File: src/rtl/mem_store_buffer_if.sv
// Request/response and data-memory-side signals of the posted-write store buffer.
// The master view is the MEM stage side; the slave view is the buffer itself.
interface mem_store_buffer_if #(
  parameter int DEPTH  = 4,
  parameter int ADDR_W = 32,
  parameter int DATA_W = 32
);
  localparam int CNT_W = $clog2(DEPTH + 1);

  logic              memread;
  logic              memwrite;
  logic [ADDR_W-1:0] address;
  logic [DATA_W-1:0] writedata;
  logic              stall;
  logic              load_hit;
  logic [DATA_W-1:0] load_data;
  logic [ADDR_W-1:0] dm_address;
  logic [DATA_W-1:0] dm_writedata;
  logic              dm_memread;
  logic              dm_memwrite;
  logic [CNT_W-1:0]  count;
  logic              empty;

  modport master (
    output memread, memwrite, address, writedata,
    input  stall, load_hit, load_data,
    input  dm_address, dm_writedata, dm_memread, dm_memwrite,
    input  count, empty
  );

  modport slave (
    input  memread, memwrite, address, writedata,
    output stall, load_hit, load_data,
    output dm_address, dm_writedata, dm_memread, dm_memwrite,
    output count, empty
  );
endinterface

File: src/rtl/mem_store_buffer.sv
// Posted-write buffer between EX/MEM and data memory: queues stores, drains them in
// port-idle cycles, forwards buffered data to hitting loads, forces a drain after starvation.
module mem_store_buffer #(
  parameter int DEPTH     = 4,
  parameter int ADDR_W    = 32,
  parameter int DATA_W    = 32,
  parameter int MAX_DEFER = 3
) (
  input  logic              clk,
  input  logic              rst,
  mem_store_buffer_if.slave bus
);
  localparam int PTR_W = $clog2(DEPTH);
  localparam int CNT_W = $clog2(DEPTH + 1);
  localparam int DEF_W = $clog2(MAX_DEFER + 1);
  localparam int WA_W  = ADDR_W - 2;

  logic [WA_W-1:0]   waddr_q [DEPTH];
  logic [DATA_W-1:0] wdata_q [DEPTH];
  logic [PTR_W-1:0]  head_q, head_d;
  logic [PTR_W-1:0]  tail_q, tail_d;
  logic [CNT_W-1:0]  count_q, count_d;
  logic [DEF_W-1:0]  defer_q, defer_d;

  logic              full;
  logic              is_empty;
  logic              forced;
  logic              load_go;
  logic              push;
  logic              pop;
  logic [WA_W-1:0]   req_wa;
  logic [ADDR_W-1:0] dm_addr;
  logic [DATA_W-1:0] dm_wdata;
  logic              dm_rd;
  logic              dm_wr;
  logic              fwd_hit;
  logic [DATA_W-1:0] fwd_data;
  logic [PTR_W-1:0]  fwd_idx;

  assign full     = (count_q == CNT_W'(DEPTH));
  assign is_empty = (count_q == '0);
  assign forced   = (defer_q == DEF_W'(MAX_DEFER)) && !is_empty;
  assign load_go  = bus.memread && !forced;
  assign req_wa   = bus.address[ADDR_W-1:2];

  // Port arbitration: forced drain, then load, then opportunistic drain.
  always_comb begin
    dm_addr  = '0;
    dm_wdata = '0;
    dm_rd    = 1'b0;
    dm_wr    = 1'b0;
    if (forced) begin
      dm_addr  = {waddr_q[head_q], 2'b00};
      dm_wdata = wdata_q[head_q];
      dm_wr    = 1'b1;
    end else if (bus.memread) begin
      dm_addr = bus.address;
      dm_rd   = 1'b1;
    end else if (!is_empty) begin
      dm_addr  = {waddr_q[head_q], 2'b00};
      dm_wdata = wdata_q[head_q];
      dm_wr    = 1'b1;
    end
    if (rst) begin
      dm_rd = 1'b0;
      dm_wr = 1'b0;
    end
  end

  assign pop  = dm_wr;
  assign push = bus.memwrite && !full && !rst;

  // Walk oldest to youngest so the last match is the youngest store.
  always_comb begin
    fwd_hit  = 1'b0;
    fwd_data = '0;
    fwd_idx  = '0;
    for (int i = 0; i < DEPTH; i++) begin
      fwd_idx = head_q + PTR_W'(i);
      if ((CNT_W'(i) < count_q) && (waddr_q[fwd_idx] == req_wa)) begin
        fwd_hit  = 1'b1;
        fwd_data = wdata_q[fwd_idx];
      end
    end
    if (!load_go) begin
      fwd_hit  = 1'b0;
      fwd_data = '0;
    end
  end

  always_comb begin
    head_d  = head_q + PTR_W'(pop);
    tail_d  = tail_q + PTR_W'(push);
    count_d = count_q + CNT_W'(push) - CNT_W'(pop);
    defer_d = defer_q;
    if (is_empty || pop) begin
      defer_d = '0;
    end else if (load_go && (defer_q != DEF_W'(MAX_DEFER))) begin
      defer_d = defer_q + DEF_W'(1);
    end
  end

  always_ff @(posedge clk) begin
    if (rst) begin
      head_q  <= '0;
      tail_q  <= '0;
      count_q <= '0;
      defer_q <= '0;
    end else begin
      head_q  <= head_d;
      tail_q  <= tail_d;
      count_q <= count_d;
      defer_q <= defer_d;
    end
  end

  // Storage needs no reset; validity comes from count_q.
  always_ff @(posedge clk) begin
    if (push) begin
      waddr_q[tail_q] <= req_wa;
      wdata_q[tail_q] <= bus.writedata;
    end
  end

  assign bus.stall        = (bus.memwrite && full) || (bus.memread && forced);
  assign bus.load_hit     = fwd_hit;
  assign bus.load_data    = fwd_data;
  assign bus.dm_address   = dm_addr;
  assign bus.dm_writedata = dm_wdata;
  assign bus.dm_memread   = dm_rd;
  assign bus.dm_memwrite  = dm_wr;
  assign bus.count        = count_q;
  assign bus.empty        = is_empty;
endmodule

File: src/flat_wrapper.sv
// flat-port wrapper written by rule: the top's interface ports become plain ports
module mem_store_buffer_flat 
#(
  parameter int DEPTH     = 4,
  parameter int ADDR_W    = 32,
  parameter int DATA_W    = 32,
  parameter int MAX_DEFER = 3
)
  (clk, rst, bus_memread, bus_memwrite, bus_address, bus_writedata, bus_stall, bus_load_hit, bus_load_data, bus_dm_address, bus_dm_writedata, bus_dm_memread, bus_dm_memwrite, bus_count, bus_empty);
  mem_store_buffer_if #(.DEPTH(DEPTH), .ADDR_W(ADDR_W), .DATA_W(DATA_W)) bus_i ();
  input  logic clk;
  input  logic rst;
  input wire logic [$bits(bus_i.memread)-1:0] bus_memread;
  input wire logic [$bits(bus_i.memwrite)-1:0] bus_memwrite;
  input wire logic [$bits(bus_i.address)-1:0] bus_address;
  input wire logic [$bits(bus_i.writedata)-1:0] bus_writedata;
  output wire logic [$bits(bus_i.stall)-1:0] bus_stall;
  output wire logic [$bits(bus_i.load_hit)-1:0] bus_load_hit;
  output wire logic [$bits(bus_i.load_data)-1:0] bus_load_data;
  output wire logic [$bits(bus_i.dm_address)-1:0] bus_dm_address;
  output wire logic [$bits(bus_i.dm_writedata)-1:0] bus_dm_writedata;
  output wire logic [$bits(bus_i.dm_memread)-1:0] bus_dm_memread;
  output wire logic [$bits(bus_i.dm_memwrite)-1:0] bus_dm_memwrite;
  output wire logic [$bits(bus_i.count)-1:0] bus_count;
  output wire logic [$bits(bus_i.empty)-1:0] bus_empty;
  assign bus_i.memread = bus_memread;
  assign bus_i.memwrite = bus_memwrite;
  assign bus_i.address = bus_address;
  assign bus_i.writedata = bus_writedata;
  assign bus_stall = bus_i.stall;
  assign bus_load_hit = bus_i.load_hit;
  assign bus_load_data = bus_i.load_data;
  assign bus_dm_address = bus_i.dm_address;
  assign bus_dm_writedata = bus_i.dm_writedata;
  assign bus_dm_memread = bus_i.dm_memread;
  assign bus_dm_memwrite = bus_i.dm_memwrite;
  assign bus_count = bus_i.count;
  assign bus_empty = bus_i.empty;
  mem_store_buffer #(.DEPTH(DEPTH), .ADDR_W(ADDR_W), .DATA_W(DATA_W), .MAX_DEFER(MAX_DEFER)) u_core (.clk(clk), .rst(rst), .bus(bus_i));
endmodule
File: config.mk
export PLATFORM = sky130hd
export DESIGN_NAME = mem_store_buffer_flat
export DESIGN_NICKNAME = d
export VERILOG_FILES = /design/src/rtl/mem_store_buffer_if.sv /design/src/rtl/mem_store_buffer.sv /design/src/flat_wrapper.sv
export SDC_FILE = /design/constraint.sdc
export NUM_CORES = 1
export LEC_CHECK = 0
export ABC_AREA = 1
export CELL_PAD_IN_SITES_DETAIL_PLACEMENT = 0
export CELL_PAD_IN_SITES_GLOBAL_PLACEMENT = 1
export CORE_AREA = 4 4 207 249
export DETAILED_ROUTE_END_ITERATION = 8
export DIE_AREA = 0 0 211 253
export PLACE_DENSITY_LB_ADDON = 0.1
export SLEW_MARGIN = 40
export SYNTH_ARGS = -nofsm -noshare
export SYNTH_HDL_FRONTEND = slang
export SYNTH_SLANG_ARGS = --single-unit
export TNS_END_PERCENT = 10
File: constraint.sdc
create_clock -name clk -period 7.2 [get_ports clk]
set_input_delay 1.8 -clock clk [delete_from_list [all_inputs] [get_ports clk]]
set_output_delay 1.8 -clock clk [all_outputs]
set_load 0.05 [all_outputs]
==> run summary <==
largest net degree at the start of global routing -> 168
internal power -> 3.29 mW
clk sinks -> 257
Leak Pwr -> 9.79 nW
routed wire length -> 64.6 mm
r2r setup slk -> 4.20 ns
most common cell in the netlist -> nand2_1
hpwl dp -> 43.8 mm
Fmax -> 148 MHz
Post-CTS Setup Inserts -> 0
Die H -> 253 µm
final instance area -> 21,900 µm²
Antenna diodes -> 0
clock latency on the worst-skew pair -> 0.60 ns
slowest stage cell, crit path -> clkdlybuf4s50_1
num rows -> 89
max_cap viols -> 0
CP peak stage delay -> 0.68 ns
M3 GR Usage -> 2.34%
# IOs -> 172
yosys warns -> 0
Clock Power Share -> 26.1%
Port Buffers -> 171
Via density -> 5.14
CP Class -> primary input to primary output
Worst EP arrival -> 4.94 ns
met2 usage -> 43.3%
Core Box Area -> 49,100 µm²
clk_skew -> 0.0326 ns
wire per inst -> 18.4 µm
DRT antenna net count -> 0
vias in the first global route -> 16,800
top-area cell type share of the netlist area -> 40.2%
sequential share of power -> 31.0%
Layout area overhead -> 17.9%
Psw -> 2.41 mW
Fillers -> 4,986
final setup TNS -> 0 ns
root buf cell -> clkbuf_16
RSZ-0062 raised after global routing -> false
Hold Buf Count CTS -> 0
antenna violations before repair -> 1
Post-synth ARST share -> 0%
CP dominant cell by count -> nand2_1
GRT overflow -> 0
run status -> completed
deepest clock path buffer count -> 3
setup violators final -> 0
CTS H-tree depth -> 1
all-layer global routing usage -> 23.5%
Slew @ Worst Pin -> 0.801 ns
CTS tree -> done
crit path capture type -> primary output
post-route minimum period -> 6.74 ns
Critical Path RT -> 5.40 ns
Slew headroom -> 46.6%
met1 Usage GRT -> 29.1%
Synth Cell Area -> 18,500 µm²
Seq/Total Area, Yosys -> 41.1%
# DRC -> 0
Post-DP Area -> 20,900 µm²
Hold Vio Cnt, Final -> 0
Cells after Synth -> 2,778
routability cong. -> 0.877
Design Power -> 5.70 mW
1st-iter DRT viols -> 1,216
ys flop type -> edfxtp_1
CP cell instances -> clkdlybuf4s50_1 -> inv_1 -> nand2_1 -> o21ai_0 -> nor2_1 -> nand2_1 -> nor2_1 -> nand2_1 -> nor2_4 -> buf_4 -> a21oi_1 -> a21oi_1 -> buf_12
commonest cells in the netlist -> nand2_1 (1,217), o21ai_0 (293), nand3_1 (282)
Seq cells post-synth -> 257
min setup slack post-route -> 0.464 ns
global route hottest layer -> met2
Hold Slack -> 0.441 ns
initial core utilization -> 37.8%
Nets -> 2,938
cell taking the most area after synthesis -> edfxtp_1
CP Max Fanout -> 17
Post-CTS Resized -> 0
synth top area cells -> edfxtp_1 (40%), nand2_1 (25%), o21ai_0 (7.9%), nand3_1 (7.6%), inv_1 (5.4%)
fraction of layout cells with a size suffix above 1 -> 5.38%
peak supply drop -> 0.000193 V
Die W -> 211 µm
PwrDens -> 261 nW/µm²
sw frac -> 42.3%
post-synthesis net count -> 2,854
worst hold path type -> flip-flop to flip-flop
final period utilization -> 93.6%
EDFF count, synth -> 248
Startpoint Class -> primary input
Place WS -> 0.501 ns
DR pass1 iterations -> 6
Clock Pin Slew Worst Setup and Hold Paths -> 0.06 ns
number of distinct library cells after synthesis -> 39
combinational share of power -> 42.9%
Avg Inst Size Synth -> 6.68 µm²
via count -> 18,100
full die area -> 53,400 µm²
max-slew violations -> 0
Num CTS Buffers -> 30
first-pass GRT wire length -> 98.4 mm
## final timing paths
kind,startpoint,end,depth (start not counted)
min,u_core.defer_q[0],u_core.defer_q[0],1
min reg2reg,u_core.defer_q[0],u_core.defer_q[0],1
max,bus_address[31],bus_load_data[9],13
max reg2reg,u_core.bus.count[2],u_core.bus.count[2],10
## kinds of logic (layout without fill, tap and decap cells)
logic type | Yosys count | in the layout | share of synthesized area [%]
DFF | 257 | 257 | 41.1
and+or+nand+nor | 1668 | 1668 | 36.2
buffers and inverters | 419 | 523 | 9.88
adders and majority gates | 8 | 8 | 0.580
AOI/OAI and AO/OA | 412 | 412 | 11.5
xor gates and xnor gates | 14 | 14 | 0.661
## worst max-delay path, delay by kind of cell
| kind | cells | cell delay (ns) |
|---|---|---|
| AO/OA/AOI/OAI | 3 | 0.67 |
| AND/OR/NAND/NOR | 6 | 1.05 |
| buffers and inverters | 4 | 1.39 |
## registers in the layout (all words and copies together) (netlist names)
| signal | flops |
|---|---|
| u_core.defer_q | 2 |
| u_core.head_q | 2 |
| u_core.wdata_q | 128 |
| u_core.waddr_q | 120 |
| u_core.bus.count | 3 |
| u_core.tail_q | 2 |
## layout make-up
class | count | area, µm² | area share, %
clock inverters | 8 | 100 | 0.458
repair buffers | 200 | 2330 | 10.7
flip-flops and latches | 257 | 7630 | 34.9
well taps | 637 | 797 | 3.64
inverters | 271 | 1020 | 4.69
multi-input cells | 2102 | 9130 | 41.7
clock buffers | 44 | 853 | 3.90
## stage by stage
stage | cells | util [%]
global placement | 3466 | 42.5
detailed placement | 3466 | 42.5
finish | 3519 | 44.5
global route | 3519 | 44.5
floorplan | 2778 | -
CTS | 3518 | 44.4
## metal layers
layer	vias up	wire, µm
met5	-	9
met4	2	1920
met3	89	3070
met2	463	32900
met1	8352	26700
li1	9167	-
## cells in the final DEF (no fill, tap or decap), types with 2 or more instances in the layout
cell type,Yosys,routed
xnor2_1,2,2
nand3_1,282,282
xor2_1,12,12
buf_4,21,48
clkinv_1,0,3
bufinv_16,0,2
nor3_1,11,7
clkbuf_8,0,5
nand4_1,7,7
inv_1,269,268
clkbuf_1,58,9
nand2_1,1217,1216
nand2b_1,4,4
nor2_4,3,3
nor2_2,1,2
buf_12,0,43
dfxtp_1,9,7
o22ai_1,30,30
nor3_2,0,4
edfxtp_1,248,248
clkbuf_16,0,30
nand3b_1,2,2
o21ai_1,11,11
or2_2,4,4
a21oi_1,63,63
clkdlybuf4s50_1,0,107
nor2_1,130,129
ha_1,7,7
o21ai_0,293,293
o211ai_1,11,11
## power by group through the flow
stage	Sequential [mW]	Clock, mW	Combinational, mW
after global placement	1.79	0	2.44
final	1.77	1.49	2.44
after detailed placement	1.80	0	2.45
after floorplan	1.79	0	1.72
after CTS	1.77	1.53	2.45
after global routing	1.77	1.59	2.72
Power figures use the tool's default switching activity.
